`config.mk`:
```
export PLATFORM = sky130hd
export DESIGN_NAME = sram_seq_ctrl
export DESIGN_NICKNAME = d
export VERILOG_FILES = /design/src/rtl/fft_mem_pkg.sv /design/src/rtl/sram_seq_ctrl.sv
export SDC_FILE = /design/constraint.sdc
export NUM_CORES = 1
export LEC_CHECK = 0
export ABC_AREA = 1
export BUFFER_PORTS_ARGS = -buffer_cell sky130_fd_sc_hd__buf_4
export CORE_MARGIN = 2
export CORE_UTILIZATION = 53
export CTS_CLUSTER_SIZE = 8
export DETAILED_ROUTE_END_ITERATION = 8
export HOLD_SLACK_MARGIN = 0.15
export PLACE_DENSITY = 0.86
export SKIP_LAST_GASP = 1
export SLEW_MARGIN = 20
export SYNTH_ARGS = -nofsm -noshare
export SYNTH_HDL_FRONTEND = slang
export SYNTH_SLANG_ARGS = --single-unit
export TNS_END_PERCENT = 100
```
`constraint.sdc`:
```
create_clock -name clk_i -period 3.6 [get_ports clk_i]
set_input_delay 0.72 -clock clk_i [delete_from_list [all_inputs] [get_ports clk_i]]
set_output_delay 0.72 -clock clk_i [all_outputs]
set_load 0.1 [all_outputs]
```
`src/rtl/fft_mem_pkg.sv`:
```
// Shared definitions for the FFT sample buffer and its sequencer.
// Address widths match sram_system: one 128-deep long bank and three
// 32-deep short banks. Also holds the sequencer state encoding, the
// bank/read-select encodings and the per-frame beat counts.
package fft_mem_pkg;

    localparam int unsigned ADDR_L_WIDTH = 7;
    localparam int unsigned ADDR_S_WIDTH = 5;
    localparam int unsigned CNT_WIDTH    = 7;

    localparam int unsigned LONG_BEATS  = 128;
    localparam int unsigned SHORT_BEATS = 96;

    typedef enum logic [2:0] {
        ST_IDLE   = 3'd0,
        ST_LOAD_L = 3'd1,
        ST_LOAD_S = 3'd2,
        ST_READ_L = 3'd3,
        ST_READ_S = 3'd4,
        ST_READ_X = 3'd5,
        ST_DONE   = 3'd6
    } seq_state_e;

    // Write bank select
    localparam logic [1:0] CS_LONG   = 2'b00;
    localparam logic [1:0] CS_SHORT1 = 2'b01;
    localparam logic [1:0] CS_SHORT2 = 2'b10;
    localparam logic [1:0] CS_SHORT3 = 2'b11;

    // Read select: 0BB = bank BB, 1LL = cross-bank lane LL
    localparam logic [2:0] CS_RD_LONG   = 3'b000;
    localparam logic [2:0] CS_RD_SHORT1 = 3'b001;
    localparam logic [2:0] CS_XLANE0    = 3'b100;
    localparam logic [2:0] CS_XLANE1    = 3'b101;
    localparam logic [2:0] CS_XLANE2    = 3'b110;
    localparam logic [2:0] CS_XLANE3    = 3'b111;

endpackage

```
`src/rtl/sram_seq_ctrl.sv`:
```
// Sequencer for the FFT sample buffer. Accepts one producer frame
// (128 long-bank beats then 96 short-bank beats), driving write enables,
// bank select and write address; then replays the frame to a consumer in
// bank order (mode 0) or transposed cross-bank order (mode 1).
//
// Ports:
//   clk_i, rst_ni            clock, asynchronous active-low reset
//   start_i, mode_i          frame start pulse, readback order (latched at start)
//   abort_i                  synchronous return to IDLE, blocks wen_o at once
//   in_valid_i / in_ready_o  producer handshake
//   rd_ready_i               consumer permits a read issue this cycle
//   rd_valid_o, rd_last_o    read data valid (one cycle after issue), last beat
//   wen_o, cs_wr_o, addr_wr_o  write enables, write bank select, write address
//   cs_rd_o, addr_rd_o       read select, read address
//   busy_o, done_o           frame in progress, completion pulse
module sram_seq_ctrl
    import fft_mem_pkg::*;
#(
    parameter int unsigned AddrLWidth = ADDR_L_WIDTH,
    parameter int unsigned AddrSWidth = ADDR_S_WIDTH
) (
    input  logic                  clk_i,
    input  logic                  rst_ni,
    input  logic                  start_i,
    input  logic                  mode_i,
    input  logic                  abort_i,
    input  logic                  in_valid_i,
    output logic                  in_ready_o,
    input  logic                  rd_ready_i,
    output logic                  rd_valid_o,
    output logic                  rd_last_o,
    output logic [3:0]            wen_o,
    output logic [1:0]            cs_wr_o,
    output logic [AddrLWidth-1:0] addr_wr_o,
    output logic [2:0]            cs_rd_o,
    output logic [AddrLWidth-1:0] addr_rd_o,
    output logic                  busy_o,
    output logic                  done_o
);

    seq_state_e           r_state;
    logic [CNT_WIDTH-1:0] r_cnt;
    logic                 r_mode;
    // [0] read valid, [1] read last: one-cycle delay of the issue
    logic [1:0]           r_rd_pipe;

    logic       w_wr_beat;
    logic       w_rd_issue;
    logic       w_term;
    logic       w_last_issue;
    logic [1:0] w_short_cs;
    logic [2:0] w_xlane;

    always_comb begin
        case (r_cnt[AddrSWidth +: 2])
            2'd0:    w_short_cs = CS_SHORT1;
            2'd1:    w_short_cs = CS_SHORT2;
            default: w_short_cs = CS_SHORT3;
        endcase

        case (r_cnt[1:0])
            2'd0:    w_xlane = CS_XLANE0;
            2'd1:    w_xlane = CS_XLANE1;
            2'd2:    w_xlane = CS_XLANE2;
            default: w_xlane = CS_XLANE3;
        endcase

        case (r_state)
            ST_LOAD_S, ST_READ_S: w_term = (r_cnt == CNT_WIDTH'(SHORT_BEATS - 1));
            default:              w_term = (r_cnt == CNT_WIDTH'(LONG_BEATS - 1));
        endcase

        w_wr_beat    = in_valid_i && (r_state == ST_LOAD_L || r_state == ST_LOAD_S);
        w_rd_issue   = rd_ready_i && (r_state == ST_READ_L || r_state == ST_READ_S ||
                                      r_state == ST_READ_X);
        w_last_issue = w_rd_issue && w_term && (r_state == ST_READ_S || r_state == ST_READ_X);
    end

    // Write path and read addressing are combinational from state/cnt so the
    // memory captures on the same edge as the handshake.
    always_comb begin
        wen_o      = '0;
        cs_wr_o    = CS_LONG;
        addr_wr_o  = '0;
        cs_rd_o    = CS_RD_LONG;
        addr_rd_o  = '0;
        in_ready_o = 1'b0;
        case (r_state)
            ST_LOAD_L: begin
                in_ready_o = 1'b1;
                addr_wr_o  = AddrLWidth'(r_cnt);
                // Read and write share address muxes; park read select off the long bank
                cs_rd_o    = CS_RD_SHORT1;
                if (in_valid_i && !abort_i) begin
                    wen_o = 4'b0001;
                end
            end
            ST_LOAD_S: begin
                in_ready_o = 1'b1;
                cs_wr_o    = w_short_cs;
                addr_wr_o  = AddrLWidth'(r_cnt[AddrSWidth-1:0]);
                cs_rd_o    = CS_RD_LONG;
                if (in_valid_i && !abort_i) begin
                    wen_o = 4'b0001 << w_short_cs;
                end
            end
            ST_READ_L: begin
                cs_rd_o   = CS_RD_LONG;
                addr_rd_o = AddrLWidth'(r_cnt);
            end
            ST_READ_S: begin
                cs_rd_o   = {1'b0, w_short_cs};
                addr_rd_o = AddrLWidth'(r_cnt[AddrSWidth-1:0]);
            end
            ST_READ_X: begin
                cs_rd_o   = w_xlane;
                addr_rd_o = AddrLWidth'(r_cnt[CNT_WIDTH-1:2]);
            end
            default: ;
        endcase

        busy_o     = (r_state != ST_IDLE);
        done_o     = (r_state == ST_DONE);
        rd_valid_o = r_rd_pipe[0];
        rd_last_o  = r_rd_pipe[1];
    end

    always_ff @(posedge clk_i or negedge rst_ni) begin
        if (!rst_ni) begin
            r_state   <= ST_IDLE;
            r_cnt     <= '0;
            r_mode    <= 1'b0;
            r_rd_pipe <= '0;
        end else if (abort_i) begin
            r_state   <= ST_IDLE;
            r_cnt     <= '0;
            r_rd_pipe <= '0;
        end else begin
            r_rd_pipe <= {w_last_issue, w_rd_issue};
            case (r_state)
                ST_IDLE: begin
                    if (start_i) begin
                        r_mode  <= mode_i;
                        r_cnt   <= '0;
                        r_state <= ST_LOAD_L;
                    end
                end
                ST_LOAD_L: begin
                    if (w_wr_beat) begin
                        if (w_term) begin
                            r_cnt   <= '0;
                            r_state <= ST_LOAD_S;
                        end else begin
                            r_cnt <= r_cnt + 1'b1;
                        end
                    end
                end
                ST_LOAD_S: begin
                    if (w_wr_beat) begin
                        if (w_term) begin
                            r_cnt   <= '0;
                            r_state <= r_mode ? ST_READ_X : ST_READ_L;
                        end else begin
                            r_cnt <= r_cnt + 1'b1;
                        end
                    end
                end
                ST_READ_L: begin
                    if (w_rd_issue) begin
                        if (w_term) begin
                            r_cnt   <= '0;
                            r_state <= ST_READ_S;
                        end else begin
                            r_cnt <= r_cnt + 1'b1;
                        end
                    end
                end
                ST_READ_S, ST_READ_X: begin
                    if (w_rd_issue) begin
                        if (w_term) begin
                            r_cnt   <= '0;
                            r_state <= ST_DONE;
                        end else begin
                            r_cnt <= r_cnt + 1'b1;
                        end
                    end
                end
                ST_DONE: begin
                    r_cnt   <= '0;
                    r_state <= ST_IDLE;
                end
                default: begin
                    r_cnt   <= '0;
                    r_state <= ST_IDLE;
                end
            endcase
        end
    end

endmodule
```
==> results.sh <==
export IMPL_initial_core_util_pct=57.2
export IMPL_drive_gt1_share_pct=31.1
export IMPL_avgSynthCellArea_um2=6.51
export IMPL_layout_area_overhead_vs_synth_pct=33.0
export IMPL_r2r_start="r_state[1]"
export IMPL_cts_hold_buffers_added=0
export IMPL_worst_clock_skew_ns=0.00763
export IMPL_grt_pass1_wl_um=4030
export IMPL_clk_pin_slew_ns=0.08
export IMPL_period_minus_slack_ns=2.56
export IMPL_finalNetCount=201
export IMPL_status="finished clean"
export IMPL_p_leak_nw=0.682
export IMPL_regArea_um2=325
export IMPL_ys_seq_elements=13
export IMPL_pin_count=35
export IMPL_fill_cells=153
export IMPL_cts_buffers=3
export IMPL_fin_util_pct=76.0
export IMPL_dieArea_um2=2270
export IMPL_drc=0
export IMPL_num_rows=15
export IMPL_ir_worst_vdd_v=0.000615
export IMPL_cts_tree="yes"
export IMPL_drt_iter0_drc=46
export IMPL_finalSetupViolCount=0
export IMPL_synth_cell_types=25
export IMPL_cts_setup_buffers=0
export IMPL_cts_sinks=13
export IMPL_drtAntennaViolNets=0
export IMPL_finalMaxSlewViolations=0
export IMPL_post_drt_wl_per_cell_um=12.4
export IMPL_end_kind="output port"
export IMPL_routed_via_density=5.46
export IMPL_synth_seq_area_share_pct=32.3
export IMPL_r2r_slack_ns=1.78
export IMPL_crit_fanout=10
export IMPL_grt_remaining_overflow=0
export IMPL_die_w_um=47.6
export IMPL_synth_fp_nets=165
export IMPL_layout_common_cells="37 x nand2_1, 34 x buf_4, 29 x nor2_1"
export IMPL_period_share_pct=71.0
export IMPL_maxCapViolations=0
export IMPL_synth_cells=155
export IMPL_gr_usage_all_layers_pct=25.4
export IMPL_num_antenna_cells=0
export IMPL_num_vias=1173
export IMPL_rsz0062_at_grt="no"
export IMPL_multi_input_area_um2=624
export IMPL_final_common_cell="nand2_1"
export IMPL_htreeDepth=1
export IMPL_synth_main_ff_cell="dfrtp_1"
export IMPL_required_ns=2.88
export IMPL_grt_max_degree=14
export IMPL_root_buffer="clkbuf_4"
export IMPL_io_buffers=34
export IMPL_insertion_delay_ns=0.27
export IMPL_core_um2=1760
export IMPL_synth_edf_count=0
export IMPL_routed_wl_um=2670
export IMPL_die_y_um=47.6
export IMPL_hold_class="in -> async"
export IMPL_fmax_ghz=0.391
export IMPL_crit_type="reg -> out"
export IMPL_cts_buffer_depth=2
export IMPL_antenna_found_initial=0
export IMPL_r2r_end="r_state[0]"
export IMPL_dpl_hpwl_um=2120
export IMPL_r2r_cells=9
export IMPL_power_density_nw_per_um2=744
export IMPL_cts_resized=0
export IMPL_cp_arrival_ns=1.84
export IMPL_gp_congestion=0.938
export IMPL_synth_area_um2=1010
export IMPL_synthArstFlopShare_pct=100
export IMPL_maxSlewHeadroom_pct=73.4
export IMPL_grt_pass1_vias=936
export IMPL_dr_pass1_iters=4
export IMPL_hold_viol=0
export IMPL_yosys_warnings=0
export IMPL_start_kind="flip-flop"
export IMPL_tns_ns=0
export IMPL_worst_pin_slew_ns=0.400
where the power goes:
part           total (W)  switching (W)  internal [W]  leakage (nW)
sequential      0.000221      0.0000479      0.000173         0.176
combinational   0.000690       0.000539      0.000151         0.491
clock          0.0000867      0.0000438     0.0000429        0.0150
total           0.000998       0.000631      0.000367         0.682
cell usage after synthesis, types with 2 or more instances:
cell type | count | area (µm²)
o22ai_1 | 5 | 31.3
a21oi_1 | 2 | 10.0
nand3_1 | 12 | 60.1
nand2_2 | 2 | 12.5
nand3_2 | 4 | 40.0
nor3_1 | 4 | 20.0
o21ai_0 | 6 | 30.0
ha_1 | 3 | 37.5
dfrtp_1 | 13 | 325
inv_2 | 5 | 18.8
nor2_1 | 29 | 109
o21ai_1 | 4 | 20.0
inv_1 | 16 | 60.1
nand4_1 | 3 | 18.8
nand2_1 | 37 | 139
kinds of logic after synthesis:
logic type      Yosys count  synth area share (%)
compound gates           19                  10.7
fa+ha+maj                 3                  3.72
buf+inv                  24                  10.0
flops                    13                  32.3
mux                       1                  1.12
simple gates             95                  42.2
flip-flops by register name, summed over array words and instances (netlist names):
register   cells
r_cnt          7
r_mode         1
r_rd_pipe      2
r_state        3
worst max-delay path, cell delays in order, from the launching register on:
cell and delay [ns]:
dfrtp_1 0.59, nand3_2 0.22, inv_1 0.13, nand3_1 0.12
nor3_1 0.18, buf_4 0.32
per-stage QoR:
stage / total power [W] / hold slack [ns] / area [µm²] / setup slack [ns] / std cells
2_1_floorplan: 0.000790 / 0.424 / 1050 / -0.300 / 155
3_3_place_gp: 0.000898 / 0.544 / 1320 / 1.27 / 211
3_5_place_dp: 0.000909 / 0.541 / 1320 / 1.23 / 211
4_1_cts: 0.00100 / 0.266 / 1340 / 1.03 / 215
5_1_grt: 0.00106 / 0.276 / 1340 / 0.922 / 215
6_report: 0.000998 / 0.272 / 1340 / 1.04 / 215
routing by layer:
metal  global-route usage [%]  share of wire [%]  wire length, µm
met1                     34.4                 44             1180
met2                     41.1                 46             1240
met3                     2.64                8.2              218
met4                     11.9               0.94               25
met5                        0                  0                0
how the worst max path moves through the flow:
stage / from / end / slack [ns] / cells after the start
CTS: r_state[1] / wen_o[1] / 1.03 / 5
global placement: abort_i / wen_o[1] / 1.27 / 5
floorplan: abort_i / wen_o[1] / -0.30 / 4
finish: r_state[1] / wen_o[1] / 1.04 / 5
global route: r_state[1] / wen_o[1] / 0.92 / 5
detailed placement: abort_i / wen_o[1] / 1.23 / 5
final cells by class:
class | instances | share of cell area (%)
Multi-Input combinational cell | 118 | 46.5
Sequential cell | 13 | 24.3
Timing Repair Buffer | 34 | 19.0
Inverter | 21 | 5.88
Tap cell | 25 | 2.33
Clock buffer | 4 | 1.96
No activity file was read; power rests on OpenSTA's default activity.
